## config.mk

```make
export PLATFORM = sky130hd
export DESIGN_NAME = arb_2to1_avlstrm
export DESIGN_NICKNAME = d
export VERILOG_FILES = /design/src/rtl/arb_2to1_avlstrm.sv
export SDC_FILE = /design/constraint.sdc
export NUM_CORES = 1
export LEC_CHECK = 0
export ABC_AREA = 1
export BUFFER_PORTS_ARGS = -buffer_cell sky130_fd_sc_hd__clkbuf_2
export CAP_MARGIN = 40
export CORE_AREA = 2 2 653 655
export DETAILED_ROUTE_END_ITERATION = 7
export DIE_AREA = 0 0 655 657
export GPL_ROUTABILITY_DRIVEN = 0
export PLACE_DENSITY_LB_ADDON = 0.1
export RECOVER_POWER = 25
export SYNTH_ARGS = -nofsm -noshare
export SYNTH_HDL_FRONTEND = slang
export SYNTH_SLANG_ARGS = --single-unit
```

## constraint.sdc

```tcl
create_clock -name Clk -period 1.5 [get_ports Clk]
set_input_delay 0 -clock Clk [delete_from_list [all_inputs] [get_ports Clk]]
set_output_delay 0 -clock Clk [all_outputs]
set_load 0.1 [all_outputs]
```

## src/rtl/arb_2to1_avlstrm.sv

```systemverilog
// Two-input Avalon-ST packet arbiter with round-robin grant and packet locking.
// Optional packet/drop statistics counters are built when ARB_STATS_EN is defined.
module arb_2to1_avlstrm #(
    parameter int DATA_W  = 512,
    parameter int EMPTY_W = 6
) (
    input  logic               Clk,
    input  logic               Rst_n,

    input  logic [DATA_W-1:0]  in0_data,
    input  logic               in0_valid,
    input  logic               in0_sop,
    input  logic               in0_eop,
    input  logic [EMPTY_W-1:0] in0_empty,
    output logic               in0_ready,

    input  logic [DATA_W-1:0]  in1_data,
    input  logic               in1_valid,
    input  logic               in1_sop,
    input  logic               in1_eop,
    input  logic [EMPTY_W-1:0] in1_empty,
    output logic               in1_ready,

    output logic [DATA_W-1:0]  out_data,
    output logic               out_valid,
    output logic               out_sop,
    output logic               out_eop,
    output logic [EMPTY_W-1:0] out_empty,
    input  logic               out_ready,
    input  logic               out_almost_full,
    output logic               out_src,

    output logic [31:0]        stats_in0_pkt,
    output logic [31:0]        stats_in1_pkt,
    output logic [31:0]        stats_out_pkt,
    output logic [31:0]        stats_drop
);

    typedef enum logic [1:0] {
        IDLE  = 2'd0,
        LOCK0 = 2'd1,
        LOCK1 = 2'd2
    } state_t;

    state_t state_q, state_d;
    logic   rr_q, rr_d;
    logic   src_q, src_d;

    logic   req0, req1;
    logic   drop0, drop1;
    logic   sel, sel_valid, sel_eop, accept;

    always_comb begin
        state_d   = state_q;
        rr_d      = rr_q;
        src_d     = src_q;
        req0      = 1'b0;
        req1      = 1'b0;
        drop0     = 1'b0;
        drop1     = 1'b0;
        sel       = src_q;
        sel_valid = 1'b0;

        case (state_q)
            IDLE: begin
                // A mid-packet beat seen while idle has no owner; swallow it.
                drop0     = in0_valid & ~in0_sop;
                drop1     = in1_valid & ~in1_sop;
                req0      = in0_valid & in0_sop & ~out_almost_full;
                req1      = in1_valid & in1_sop & ~out_almost_full;
                sel       = (req0 & req1) ? rr_q : req1;
                sel_valid = req0 | req1;
            end
            LOCK0: begin
                sel       = 1'b0;
                sel_valid = in0_valid;
            end
            LOCK1: begin
                sel       = 1'b1;
                sel_valid = in1_valid;
            end
            default: state_d = IDLE;
        endcase

        if (Rst_n) begin
            drop0     = 1'b0;
            drop1     = 1'b0;
            sel_valid = 1'b0;
        end

        sel_eop = sel ? in1_eop : in0_eop;
        accept  = sel_valid & out_ready;

        in0_ready = drop0 | (out_ready & ~Rst_n & ((sel_valid & ~sel) | (state_q == LOCK0)));
        in1_ready = drop1 | (out_ready & ~Rst_n & ((sel_valid &  sel) | (state_q == LOCK1)));

        if (sel_valid) begin
            src_d = sel;
        end

        if (accept) begin
            if (sel_eop) begin
                state_d = IDLE;
                rr_d    = ~sel;
            end else if (state_q == IDLE) begin
                state_d = sel ? LOCK1 : LOCK0;
            end
        end
    end

    always_ff @(posedge Clk) begin
        if (Rst_n) begin
            state_q <= IDLE;
            rr_q    <= 1'b0;
            src_q   <= 1'b0;
        end else begin
            state_q <= state_d;
            rr_q    <= rr_d;
            src_q   <= src_d;
        end
    end

    assign out_valid = sel_valid;
    assign out_src   = sel_valid ? sel : src_q;
    assign out_data  = sel ? in1_data  : in0_data;
    assign out_sop   = sel ? in1_sop   : in0_sop;
    assign out_eop   = sel_eop;
    assign out_empty = sel ? in1_empty : in0_empty;

`ifdef ARB_STATS_EN
    logic [31:0] in0_pkt_q, in0_pkt_d;
    logic [31:0] in1_pkt_q, in1_pkt_d;
    logic [31:0] out_pkt_q, out_pkt_d;
    logic [31:0] drop_q,    drop_d;

    always_comb begin
        in0_pkt_d = in0_pkt_q + {31'd0, accept & ~sel & sel_eop};
        in1_pkt_d = in1_pkt_q + {31'd0, accept &  sel & sel_eop};
        out_pkt_d = out_pkt_q + {31'd0, accept & sel_eop};
        drop_d    = drop_q + {31'd0, drop0} + {31'd0, drop1};
    end

    always_ff @(posedge Clk) begin
        if (Rst_n) begin
            in0_pkt_q <= '0;
            in1_pkt_q <= '0;
            out_pkt_q <= '0;
            drop_q    <= '0;
        end else begin
            in0_pkt_q <= in0_pkt_d;
            in1_pkt_q <= in1_pkt_d;
            out_pkt_q <= out_pkt_d;
            drop_q    <= drop_d;
        end
    end

    assign stats_in0_pkt = in0_pkt_q;
    assign stats_in1_pkt = in1_pkt_q;
    assign stats_out_pkt = out_pkt_q;
    assign stats_drop    = drop_q;
`else
    assign stats_in0_pkt = '0;
    assign stats_in1_pkt = '0;
    assign stats_out_pkt = '0;
    assign stats_drop    = '0;
`endif

endmodule
```

==> results of run 1 <==
==> cell families after synthesis <==
group | share of synthesized area (%)
buffers and inverters | 21.7
and+or+nand+nor | 76.9
other | 0.0479
DFF | 1.02
AOI/OAI and AO/OA | 0.336
==> placed cells by master (no fill, tap or decap) <==
cell type and n:
nand2_2 203, clkinvlp_4 1, buf_4 81, nor2_1 11
buf_16 57, dfxtp_4 1, o21ai_0 1, buf_8 18
o21ai_4 1, o21ai_2 1, nor2_2 1, inv_4 1
a21oi_1 1, clkbuf_2 1045, clkinv_16 1, nand2_8 19
buf_12 571, conb_1 128, nor2_4 2, o22ai_4 1
nand3_4 1, bufbuf_16 5, nand3_1 6, inv_2 2
clkbuf_16 12, dfxtp_2 1, inv_1 10, nand4_1 2
nand2_4 491, buf_6 18, nand2_1 864, dfxtp_1 2
diode_2 29
==> metrics by stage <==
| step | cells | total power, mW | setup WS (ns) | cell area (um2) | TNS [ns] |
|---|---|---|---|---|---|
| after floorplan | 1995 | 13.2 | -0.279 | 11900 | -0.647 |
| after global placement | 9111 | 25.1 | -1.54 | 34400 | -581.97 |
| after detailed placement | 9111 | 24.9 | -1.29 | 34400 | -467.86 |
| after CTS | 9197 | 26.4 | -0.680 | 37300 | -300.06 |
| after global routing | 9241 | 26.9 | -0.688 | 38200 | -309.68 |
| final | 9251 | 25.8 | -0.607 | 38200 | -262.36 |
==> power breakdown <==
part / total [mW] / switching, mW / internal, mW
combinational: 25.2 / 17.8 / 7.47
clock: 0.420 / 0.0794 / 0.341
sequential: 0.112 / 0.00345 / 0.109
==> path summary, 6_finish.rpt <==
check | end | slack [ns] | cells past startpoint
max | out_data[217] | -0.61 | 10
min reg2reg | rr_q$_SDFFE_PP0P_ | 0.56 | 4
min | src_q$_SDFF_PP0_ | 0.009 | 2
max reg2reg | rr_q$_SDFFE_PP0P_ | -0.10 | 11
==> flip-flops by register name (all words and copies together) (netlist names) <==
name,cells
rr_q,1
src_q,1
state_q,2
==> cells in the mapped netlist <==
master and instances:
buf_4 143, conb_1 1, o22ai_1 1, a21oi_1 1, nand2_1 1577, o21ai_1 1
buf_2 83, inv_1 13, clkbuf_1 5, o21ai_0 2, nor2_1 14, inv_2 2
buf_6 12, dfxtp_1 4, nand3_1 7, nand4_1 2
==> critical path: stages (launching register included) <==
cell and delay [ns]:
dfxtp_4 0.36, nor2_4 0.11, nand2_4 0.09, nand2_8 0.14
buf_12 0.19, buf_12 0.14, buf_16 0.19, buf_16 0.19
nand2_2 0.08, nand2_4 0.11, buf_12 0.19
==> final cells by class <==
class / instances / area (um2) / area share, %
tap: 5663 / 7090 / 18.6
multi-input combinational: 1733 / 11100 / 29.0
clock buffer: 3 / 75.1 / 0.197
inverter: 15 / 88.8 / 0.233
antenna: 29 / 72.6 / 0.190
timing repair buffer: 1804 / 19700 / 51.6
sequential: 4 / 85.1 / 0.223
==> per-layer routing <==
layer	wire, um	track usage, %
met3	34900	6.65
met5	227	0
met4	2240	0.803
met1	99300	12.8
met2	154000	24.5
==> what timing repair did <==
action                                  in CTS  in global routing
gates resized for setup                    312                121
pin swaps                                   35                  8
setup buffers                               43                 17
cloned                                      41                  9
endpoints found under the setup margin     528                528
==> impl_results.md, run 1 <==
- Setup violators final: about 530
- Gr usage total: around an eighth
- First drt pass iteration count: 5
- Cell taking the most area after synthesis: nand2_1
- Required @ worst endpoint: ~1.5 ns
- Avg Synthesized Cell Area: 4.19 um2
- Maximum clock path buffer count: 2
- Remaining DRCs: 0
- Layout Nets: 4607
- Pins over their slew limit: 0
- Max rail drop VDD: between 0.3 and 0.4 mV
- Vias post-DR: around 19000
- Detail Route Antenna Nets: 0
- Worst reg2reg startpoint: state_q[0]$_SDFF_PP0_
- Avg WL per Cell: about 31 um
- Layout area overhead: 388%
- Largest cells by area after synthesis: nand2_1, buf_4, buf_2
- Starting Density: 1.85%
- DP HPWL: roughly 270000 um
- Rows: ~240
- Hold Crit Start: Rst_n
- Setup Skew: 0.00116 ns
- Die W: approximately 660 um
- Outcome: finished with violations
- Synth Instances: 1868
- Drt first-iter violations: between 700 and 800
- Register area share after synthesis: 1.02%
- Setup crit end kind: output port
- Vias in the first global route: 20388
- Die area: about 430000 um2
- Top-area cell type share of the netlist area: between 70% and 80%
- Worst hold path type: in -> reg
- CP startpoint: state_q[0]$_SDFF_PP0_
- Total wire length: 291000 um
- CTS tree: yes
- Final WS setup: -0.607 ns
- Max-cap viol count: 0
- Clock root buffer: clkbuf_16
- Die Ht: around 660 um
- Fin crit share: 140%
- RSZ-0062 raised after global routing: true
- Synthesized cell area: between 7000 and 8000 um2
- # hold bufs at CTS: 0
- Layout cells sized above 1: between 70% and 80%
- Num CTS Buffers: 3
- Clock Latency Late Sink: between 0.2 and 0.25 ns
- Initial antenna violation count: 119
- Vias per inst: 2.05
- Distinct cells, synth: 16
- Pleak: between 15 and 20 nW
- #FFs+latches synth: 4
- Clk sink count: 4
- Ports: approximately 1700
- Period minus WS final: ~2.1 ns
- Fin Hold WS: 0.00854 ns
- First-pass GRT wire length: about 330000 um
- Setup CP Type: reg -> out
- Clk pin slew, worst setup/hold paths: 0.03 ns
- WP data arrival: 2.11 ns
- Final core utilization: a little under a tenth
- Violated checks: setup timing
- Number of fill cells in the layout: slightly below 50000
- GRT overflow: 0
- Fin. Hold Viols: 0
- P per Cell Area: around 670 nW/um2
- # port buffers: about 1600
- H-tree Lvls: 1
- Largest net degree at the start of global routing: 35
- YS warnings: 0
- Crit Path Max Fanout: 8
- Core Area: 423000 um2
- Worst setup SP type: flop
- Max Freq: 475 MHz
Note: power is estimated with default switching activity, not from simulation.
==> inputs of run 2 (changes only) <==
--- a/config.mk
+++ b/config.mk
@@ -6,7 +6,7 @@
 export NUM_CORES = 1
 export LEC_CHECK = 0
 export ABC_AREA = 1
-export BUFFER_PORTS_ARGS = -buffer_cell sky130_fd_sc_hd__clkbuf_2
+export BUFFER_PORTS_ARGS = -buffer_cell sky130_fd_sc_hd__buf_2
 export CAP_MARGIN = 40
 export CORE_AREA = 2 2 653 655
 export DETAILED_ROUTE_END_ITERATION = 7
==> impl_results.md, run 2 (synthesis results as in run 1) <==
- Sw frac: a little over two thirds
- Layout Nets: about 4600
- Slowest stage delay, CP: approximately 0.38 ns
- Vias in the first global route: slightly above 20000
- Placed instance area: 34500 um2
- Pins over their slew limit: 0
- Core Area: between 400000 and 500000 um2
- Clock Latency Late Sink: about 0.22 ns
- Worst reg2reg startpoint: state_q[0]$_SDFF_PP0_
- Clock root buffer: clkbuf_16
- Period minus WS final: between 2 and 2.5 ns
- R2R Path End: rr_q$_SDFFE_PP0P_
- Crit Path Max Fanout: 27
- Final WS setup: -0.671 ns
- Avg WL per Cell: slightly above 30 um
- Setup violators final: around 530
- Max rail drop VDD: ~0.32 mV
- Grt met3 use: roughly 7%
- WHS Endpoint: src_q$_SDFF_PP0_
- Setup CP Type: reg -> out
- Pint: ~8 mW
- Worst path buffer plus inverter count: 5
- Final instance area: roughly 38000 um2
- Crit path max-delay family: buffers and inverters
- Cell Chain, Critical Path: inv_4, o21ai_4, nand2_8, inv_16, buf_16, buf_4, nand2_1, nand2_2, buf_12
- Clock power share: between 1.5 and 2%
- Fin. Hold Viols: 0
- Drt first-iter violations: 890
- Ports: between 1500 and 2000
- Max-cap viol count: 0
- Setup crit end kind: output port
- RSZ-0062 raised after global routing: true
- Total power: between 20 and 30 mW
- First-pass GRT wire length: between 300000 and 400000 um
- Layout Cells excl Fill: 9246
- Clk sink count: 4
- CP startpoint: state_q[0]$_SDFF_PP0_
- Flop pwr share: less than 1%
- Die Ht: approximately 660 um
- WP data arrival: between 2 and 2.5 ns
- P per Cell Area: 679 nW/um2
- Worst hold path type: in -> reg
- Pleak: between 15 and 20 nW
- Rows: 239
- Vias per inst: 2.11
- Total placed cells including tap cells: around 9100
- # port buffers: ~1600
- Layout area overhead: 387%
- Max Freq: 461 MHz
- Remaining DRCs: 0
- Clk pin slew, worst setup/hold paths: ~0.03 ns
- Switching power: approximately 18 mW
- First drt pass iteration count: 5
- Most frequent cells in the layout: buf_2, nand2_1, buf_12
- Cell with the largest stage delay on the worst path: dfxtp_4
- R2R setup slack: -0.31 ns
- Vias post-DR: roughly 19000
- Share of total power in combinational logic: between 90 and 100%
- Setup Skew: roughly 0.0013 ns
- Violated checks: setup timing
- Initial antenna violation count: 200
- Detail Route Antenna Nets: 0
- Final core utilization: around 9.0%
- Hold Crit Start: Rst_n
- Maximum clock path buffer count: 2
- Die W: 655 um
- Total wire length: roughly 290000 um
- Number of fill cells in the layout: approximately 50000
- Leading cell type in the layout, fill and taps excluded: buf_2
- Worst setup SP type: flop
- Gr usage total: around an eighth
- Busiest grt layer: met2
- Layout cells sized above 1: a little under three quarters
- Die area: 430000 um2
- Reg with most FFs: state_q
- Starting Density: 1.85%
- Largest net degree at the start of global routing: 34
- Required @ worst endpoint: 1.50 ns
- DP HPWL: about 270000 um
- Hold depth: 2
- Max reg flops: 2
- Fin crit share: 145%
- # hold bufs at CTS: 0
- R2R cell count: 11
- GR Layer Usage met2: 24.4%
- CTS tree: yes
- H-tree Lvls: 1
- Setup TNS: -283.45 ns
- GR Layer Usage met1: 12.1%
- Largest regs: state_q x2, rr_q x1, src_q x1
- Num CTS Buffers: 3
- Outcome: finished with violations
- GRT overflow: 0
[run 2: worst max-delay path by stage]
stage | slack, ns | to | cells after the start
floorplan | -0.28 | out_sop | 6
global placement | -1.83 | out_data[212] | 12
detailed placement | -1.70 | out_data[212] | 12
CTS | -0.74 | out_data[405] | 9
global route | -0.73 | out_data[34] | 10
finish | -0.67 | out_data[511] | 9
[run 2: power groups by stage]
stage	Sequential (mW)	Clock [mW]	Combinational, mW
after CTS	0.112	0.426	25.9
after global routing	0.113	0.441	26.5
after detailed placement	0.114	0	24.9
final	0.112	0.416	25.3
after floorplan	0.113	0	13.0
after global placement	0.114	0	25.1
[run 2: layout make-up]
class                   instances  area (um2)  area share (%)
multi-input cells            1733       11500            30.1
well taps                    5663        7090            18.6
repair buffers               1788       19200            50.4
flip-flops and latches          4        85.1           0.223
repair inverters                1        16.3          0.0427
inverters                      15        78.8           0.207
clock buffers                   3        75.1           0.197
diodes                         39        97.6           0.256
[run 2: timing repair]
item,4_1_cts,5_1_grt
pin swaps,68,36
endpoints found under the setup margin,528,528
setup buffers,32,19
resized for setup,325,142
cloned,24,15
[run 2: through the flow]
stage,hold slack [ns],setup slack [ns]
2_1_floorplan,0.0691,-0.279
3_3_place_gp,0.273,-1.83
3_5_place_dp,0.270,-1.70
4_1_cts,0.0355,-0.745
5_1_grt,0.0483,-0.731
6_report,0.0404,-0.671
[run 2: layer usage]
metal  share of wire (%)  wire length [um]
met4                0.89              2550
met3                  13             36900
met1                  33             94400
met5                0.16               469
met2                  53            153000
